### src/rtl/mmio_fabric_pkg.sv
// Shared types for the MMIO bus fabric:
// FSM states, target kinds, control offsets and address decode.
package mmio_fabric_pkg;

  typedef enum logic [1:0] {
    S_IDLE,
    S_ACCESS,
    S_RESPOND
  } state_t;

  typedef enum logic [1:0] {
    T_MEM,
    T_PERIPH,
    T_CTRL
  } tgt_t;

  localparam logic [1:0] R_PERIPH      = 2'b01;
  localparam logic [1:0] OFS_TX_SEL    = 2'd0;
  localparam logic [1:0] OFS_ERR_COUNT = 2'd1;
  localparam logic [1:0] OFS_LAST_ERR  = 2'd2;

  typedef struct packed {
    tgt_t       kind;
    logic [7:0] idx;
    logic       valid;
  } dec_t;

  function automatic dec_t decode(
    input logic [63:0] addr,
    input int          sel_lsb,
    input int          sel_bits,
    input int          num_periph
  );
    logic [63:0] sh;
    logic [1:0]  region;
    dec_t        d;
    sh      = addr >> sel_lsb;
    region  = 2'(sh >> sel_bits);
    d.idx   = 8'(sh & ((64'd1 << sel_bits) - 64'd1));
    d.valid = 1'b1;
    if (region[1]) begin
      d.kind = T_CTRL;
    end else if (region == R_PERIPH) begin
      d.kind  = T_PERIPH;
      d.valid = {24'd0, d.idx} < 32'(num_periph);
    end else begin
      d.kind = T_MEM;
    end
    return d;
  endfunction

endpackage

### src/rtl/mmio_ctrl_regs.sv
// Fabric control registers: serial output select,
// saturating bus error counter and last error address.
module mmio_ctrl_regs
  import mmio_fabric_pkg::*;
#(
  parameter int DATA_WIDTH = 32,
  parameter int ADDR_WIDTH = 32,
  parameter int NUM_PERIPH = 4,
  parameter int SEL_BITS   = 2
) (
  input  logic                  clock,
  input  logic                  reset,
  input  logic                  we,
  input  logic [1:0]            offset,
  input  logic [DATA_WIDTH-1:0] wdata,
  input  logic                  err,
  input  logic [ADDR_WIDTH-1:0] err_addr,
  output logic [DATA_WIDTH-1:0] rdata,
  output logic [SEL_BITS-1:0]   tx_sel
);

  logic [7:0]            err_count;
  logic [ADDR_WIDTH-1:0] last_err;

  always_ff @(posedge clock) begin
    if (reset) begin
      tx_sel    <= '0;
      err_count <= '0;
      last_err  <= '0;
    end else begin
      if (we && offset == OFS_TX_SEL &&
          wdata < DATA_WIDTH'(NUM_PERIPH))
        tx_sel <= wdata[SEL_BITS-1:0];
      // a software clear beats a same-cycle error bump
      if (we && offset == OFS_ERR_COUNT)
        err_count <= '0;
      else if (err && err_count != 8'hFF)
        err_count <= err_count + 8'd1;
      if (err)
        last_err <= err_addr;
    end
  end

  always_comb begin
    rdata = '0;
    unique case (1'b1)
      (offset == OFS_TX_SEL):    rdata = DATA_WIDTH'(tx_sel);
      (offset == OFS_ERR_COUNT): rdata = DATA_WIDTH'(err_count);
      (offset == OFS_LAST_ERR):  rdata = DATA_WIDTH'(last_err);
      default: ;
    endcase
  end

endmodule

### src/rtl/mmio_bus_fabric.sv
// Memory-mapped interconnect: CPU data port to data memory,
// NUM_PERIPH peripherals and local control registers.
module mmio_bus_fabric
  import mmio_fabric_pkg::*;
#(
  parameter int DATA_WIDTH     = 32,
  parameter int ADDR_WIDTH     = 32,
  parameter int NUM_PERIPH     = 4,
  parameter int SEL_LSB        = 8,
  parameter int SEL_BITS       = 2,
  parameter int TIMEOUT_CYCLES = 15
) (
  input  logic                             clock,
  input  logic                             reset,
  input  logic                             cpu_read,
  input  logic                             cpu_write,
  input  logic [ADDR_WIDTH-1:0]            cpu_address,
  input  logic [DATA_WIDTH-1:0]            cpu_write_data,
  output logic [DATA_WIDTH-1:0]            cpu_read_data,
  output logic                             cpu_ready,
  output logic                             cpu_error,
  output logic [ADDR_WIDTH-1:0]            tgt_address,
  output logic [DATA_WIDTH-1:0]            tgt_write_data,
  output logic                             mem_read,
  output logic                             mem_write,
  input  logic [DATA_WIDTH-1:0]            mem_read_data,
  input  logic                             mem_ready,
  output logic [NUM_PERIPH-1:0]            periph_read,
  output logic [NUM_PERIPH-1:0]            periph_write,
  input  logic [NUM_PERIPH*DATA_WIDTH-1:0] periph_read_data,
  input  logic [NUM_PERIPH-1:0]            periph_ready,
  input  logic [NUM_PERIPH-1:0]            periph_tx,
  output logic                             tx_out
);

  localparam int CW = $clog2(TIMEOUT_CYCLES + 1);
  localparam logic [CW-1:0] TMO_LAST = CW'(TIMEOUT_CYCLES - 1);

  state_t                state;
  tgt_t                  kind_q;
  logic [7:0]            idx_q;
  logic                  op_rd;
  logic                  op_wr;
  logic [CW-1:0]         wait_cnt;
  dec_t                  dec;
  logic                  sel_ready;
  logic [DATA_WIDTH-1:0] sel_rdata;
  logic [DATA_WIDTH-1:0] ctrl_rdata;
  logic [SEL_BITS-1:0]   tx_sel;
  logic                  ctrl_we;
  logic                  err_pulse;

  assign dec = decode(64'(cpu_address), SEL_LSB,
                      SEL_BITS, NUM_PERIPH);

  assign ctrl_we = state == S_ACCESS &&
                   kind_q == T_CTRL && op_wr;
  assign err_pulse = state == S_RESPOND && cpu_error;

  mmio_ctrl_regs #(
    .DATA_WIDTH (DATA_WIDTH),
    .ADDR_WIDTH (ADDR_WIDTH),
    .NUM_PERIPH (NUM_PERIPH),
    .SEL_BITS   (SEL_BITS)
  ) u_ctrl (
    .clock    (clock),
    .reset    (reset),
    .we       (ctrl_we),
    .offset   (tgt_address[3:2]),
    .wdata    (tgt_write_data),
    .err      (err_pulse),
    .err_addr (tgt_address),
    .rdata    (ctrl_rdata),
    .tx_sel   (tx_sel)
  );

  always_comb begin
    sel_ready = 1'b0;
    sel_rdata = '0;
    unique case (kind_q)
      T_MEM: begin
        sel_ready = mem_ready;
        sel_rdata = mem_read_data;
      end
      T_PERIPH: begin
        for (int i = 0; i < NUM_PERIPH; i++)
          if (idx_q == 8'(i)) begin
            sel_ready = periph_ready[i];
            sel_rdata = periph_read_data[i*DATA_WIDTH +: DATA_WIDTH];
          end
      end
      T_CTRL: begin
        sel_ready = 1'b1;
        sel_rdata = ctrl_rdata;
      end
      default: ;
    endcase
  end

  always_comb begin
    mem_read     = 1'b0;
    mem_write    = 1'b0;
    periph_read  = '0;
    periph_write = '0;
    if (state == S_ACCESS) begin
      mem_read  = kind_q == T_MEM && op_rd;
      mem_write = kind_q == T_MEM && op_wr;
      for (int i = 0; i < NUM_PERIPH; i++) begin
        periph_read[i]  = kind_q == T_PERIPH &&
                          idx_q == 8'(i) && op_rd;
        periph_write[i] = kind_q == T_PERIPH &&
                          idx_q == 8'(i) && op_wr;
      end
    end
  end

  always_ff @(posedge clock) begin
    if (reset) begin
      state          <= S_IDLE;
      kind_q         <= T_MEM;
      idx_q          <= '0;
      op_rd          <= 1'b0;
      op_wr          <= 1'b0;
      wait_cnt       <= '0;
      tgt_address    <= '0;
      tgt_write_data <= '0;
      cpu_read_data  <= '0;
      cpu_ready      <= 1'b0;
      cpu_error      <= 1'b0;
    end else begin
      cpu_ready <= 1'b0;
      unique case (state)
        S_IDLE: begin
          if (cpu_read || cpu_write) begin
            op_rd          <= cpu_read;
            op_wr          <= cpu_write;
            kind_q         <= dec.kind;
            idx_q          <= dec.idx;
            tgt_address    <= cpu_address;
            tgt_write_data <= cpu_write_data;
            wait_cnt       <= '0;
            // conflicting or unmapped requests never strobe a target
            if ((cpu_read && cpu_write) || !dec.valid) begin
              state         <= S_RESPOND;
              cpu_ready     <= 1'b1;
              cpu_error     <= 1'b1;
              cpu_read_data <= '1;
            end else begin
              state <= S_ACCESS;
            end
          end
        end
        S_ACCESS: begin
          wait_cnt <= wait_cnt + 1'b1;
          if (sel_ready) begin
            state         <= S_RESPOND;
            cpu_ready     <= 1'b1;
            cpu_error     <= 1'b0;
            cpu_read_data <= op_rd ? sel_rdata : '0;
          end else if (wait_cnt == TMO_LAST) begin
            state         <= S_RESPOND;
            cpu_ready     <= 1'b1;
            cpu_error     <= 1'b1;
            cpu_read_data <= '1;
          end
        end
        S_RESPOND: begin
          state     <= S_IDLE;
          cpu_error <= 1'b0;
        end
        default: state <= S_IDLE;
      endcase
    end
  end

  always_ff @(posedge clock) begin
    if (reset) tx_out <= 1'b1;
    else       tx_out <= periph_tx[tx_sel];
  end

endmodule

### config.mk
export PLATFORM = sky130hd
export DESIGN_NAME = mmio_bus_fabric
export DESIGN_NICKNAME = d
export VERILOG_FILES = /design/src/rtl/mmio_fabric_pkg.sv /design/src/rtl/mmio_ctrl_regs.sv /design/src/rtl/mmio_bus_fabric.sv
export SDC_FILE = /design/constraint.sdc
export NUM_CORES = 1
export LEC_CHECK = 0
export ABC_CLOCK_PERIOD_IN_PS = 4560
export CAP_MARGIN = 25
export CORE_MARGIN = 5
export CORE_UTILIZATION = 45
export DETAILED_ROUTE_END_ITERATION = 8
export PLACE_DENSITY = 0.87
export RECOVER_POWER = 25
export SKIP_LAST_GASP = 1
export SLEW_MARGIN = 10
export SYNTH_ARGS = -nofsm -noshare
export SYNTH_HDL_FRONTEND = slang
export SYNTH_SLANG_ARGS = --single-unit
### constraint.sdc
create_clock -name clock -period 4.56 [get_ports clock]
set_clock_uncertainty 0.2 [all_clocks]
set_input_delay 1.368 -clock clock [delete_from_list [all_inputs] [get_ports clock]]
set_output_delay 1.368 -clock clock [all_outputs]
set_load 0.1 [all_outputs]
==> impl_metrics.tcl <==
set metrics [dict create \
    synth_cell_types 50 \
    wirelength_mm 28.6 \
    grt_start_max_net_pins 79 \
    path_clk_slew_ns 0.06 \
    syn-mean-instance-area_um2 8.22 \
    final_cell_mix "329 x clkdlybuf4s50_1, 212 x nand2_1, 147 x dfxtp_1" \
    cts_tree "yes" \
    hold_path_class "register to register" \
    place_ws_ns 0.647 \
    cts_resized 0 \
    min_to "u_ctrl.last_err[30]" \
    htree_num_levels 4 \
    die_area_um2 18600 \
    yosys_warnings 0 \
    start_util_pct 45.7 \
    peakVddDrop_v 0.000284 \
    use_met3_pct 10.4 \
    grt_use_total_pct 29.4 \
    synth_flop_cell "dfxtp_1" \
    relSlewSlack_pct -9.74 \
    postCtsSetupBuffers 0 \
    dieWidth_um 137 \
    synth_enable_flop_cells 0 \
    root_buffer "clkbuf_16" \
    io_buffers 345 \
    firstDrtPassIters 5 \
    setup_viol 0 \
    via_count 7822 \
    netlist.area_leader.share_pct 41.7 \
    cts_made_buffers 17 \
    grt_pass1_wl_mm 42.1 \
    hpwlAfterDp_mm 21.4 \
    cp_data_arrival_time_ns 2.48 \
    via_per_inst 5.55 \
    synthTopCellsByArea "dfxtp_1 42%, nand2_1 11%, a21oi_1 7.4%" \
    tightestPinTransition_ns 1.65 \
    power_density_nw_per_um2 412 \
    grt_use_met1_pct 34.8 \
    antenna_found_initial 1 \
    hold_viol 0 \
    failed_checks "max-capacitance violations, max-slew violations" \
    status "finished with violations" \
    core_um2 15800 \
    layout_commonest_cell "clkdlybuf4s50_1" \
    p_leak_nw 4.03 \
    routedWlPerCell_um 20.3 \
    r2r_end "u_ctrl.tx_sel[1]" \
    yosysSeqAreaShare_pct 41.7 \
    finalCriticalPeriod_ns 4.05 \
    ys_seq_elements 150 \
    use_met2_pct 48.8 \
    min_from "u_ctrl.last_err[30]" \
    clkSinkCount 150 \
    worst_slack_ns 0.513 \
    synth_area_leader_cell "dfxtp_1" \
    period_share_pct 88.8 \
    hold_slack_ns 0.255 \
    fmax_ghz 0.247 \
    num_rows 46 \
    hold_path_depth 2 \
    areaGrowthSynthToFinish_pct 57.5 \
    drv_cap 1 \
    final_core_utilization_pct 71.9 \
    grt.busiest_layer "met2" \
    syn_area_um2 7200 \
    rsz0062_at_grt "false" \
    r2r-start "tgt_address[11]" \
    critPathMaxFanout 12 \
    syn_nets 1116 \
    ff2ff_path_depth 6 \
    die_y_um 137 \
    async_reset_ff_share_pct 0 \
    critical_path_class "register to primary output" \
    final_nets 1420 \
    first_iter_violations 523 \
    place_congestion 0.846 \
    cts_buffer_depth 2 \
    io-pin-count 346 \
    r2r_slack_ns 1.08 \
    drc 0 \
    crit_required_ns 2.99 \
    worstSkewPairLatency_ns 0.43 \
    ant_nets 0 \
    grt_overflow 0 \
    synthCells 876 \
    slew_viol_final 79 \
    cts-hold-fix-buffers 0 \
    drive_above_1_share_pct 9.14 \
    worstSetupEndpointType "primary output" \
    startpoint_type "register" \
    grt_pass1_vias 7694 \
]
logic make-up after synthesis:
kind of cell    count (synthesis)  share of synthesized area (%)
buf+inv                        82                           5.40
flops                         150                           41.7
mux                            49                           10.8
xor+xnor                        7                          0.851
simple gates                  380                           22.8
compound gates                205                           17.9
fa+ha+maj                       3                          0.521
area by class of cell:
| type | instances | area, um^2 |
|---|---|---|
| repair buffers | 359 | 3610 |
| inverters | 8 | 30.0 |
| multi-input cells | 644 | 3820 |
| clock buffers | 19 | 453 |
| well taps | 216 | 270 |
| flip-flops and latches | 150 | 3010 |
| fillers | 1231 | 4430 |
| clock inverters | 13 | 148 |
| diodes | 1 | 2.50 |
registers in the layout, indices dropped and copies added (netlist names):
| register | flops |
|---|---|
| u_ctrl.err_count | 8 |
| op_wr | 1 |
| tgt_write_data | 32 |
| wait_cnt | 4 |
| state | 2 |
| cpu_error | 1 |
| cpu_ready | 1 |
| tgt_address | 32 |
| kind_q | 1 |
| u_ctrl.tx_sel | 2 |
| tx_out | 1 |
| op_rd | 1 |
| u_ctrl.last_err | 32 |
| cpu_read_data | 32 |
synthesized netlist by cell type, types with 4 or more instances:
cell,number
nor2_1,61
nand4_1,4
a221oi_1,13
mux2i_1,11
nor4_1,8
o2bb2ai_1,10
nand3b_1,5
a31oi_1,11
buf_1,7
a211oi_1,18
buf_6,7
nor2b_1,16
nand2_1,212
nand3_1,14
nand2b_1,12
mux2_2,17
o22ai_1,10
buf_2,16
o21ai_0,18
inv_1,8
a21oi_1,107
mux4_2,21
dfxtp_1,150
xor2_1,5
clkbuf_1,41
nor3_1,36
worst max-delay path, cell delays in order, from the launching register on:
cell     delay, ns
dfxtp_1       0.55
nor2b_1       0.59
nand3_1       0.31
nor2_1        0.37
buf_12        0.23
metrics by stage:
step                      setup TNS, ns  area [um^2]  total power [mW]  std cells
after global routing                  0        11300              4.83       1410
after detailed placement              0        10800              3.28       1376
after floorplan                  -0.775         7200              2.73        876
final                                 0        11300              4.67       1410
after CTS                             0        11400              4.69       1408
after global placement                0        10800              3.25       1376
metal layers:
metal  share of wire, %  wire length [um]
met4                3.3               943
met3                 10              2990
met2                 48             13800
met5                  0                 0
met1                 38             10800
power breakdown:
part           internal (mW)  switching (mW)  leakage [nW]
combinational          0.542            1.19          2.51
clock                  0.841           0.574         0.294
sequential              1.42           0.101          1.23
worst max path at each step:
stage / startpoint / endpoint / slack (ns) / depth (start not counted)
3_5_place_dp: cpu_write / cpu_read_data[14] / 0.65 / 7
6_report: state[0] / periph_write[1] / 0.51 / 4
2_1_floorplan: tgt_address[9] / periph_write[2] / -0.21 / 5
3_3_place_gp: cpu_write / cpu_read_data[3] / 0.76 / 7
5_1_grt: state[0] / periph_read[3] / 0.34 / 4
4_1_cts: state[0] / periph_read[3] / 0.51 / 4
(Power assumes the default switching activity.)
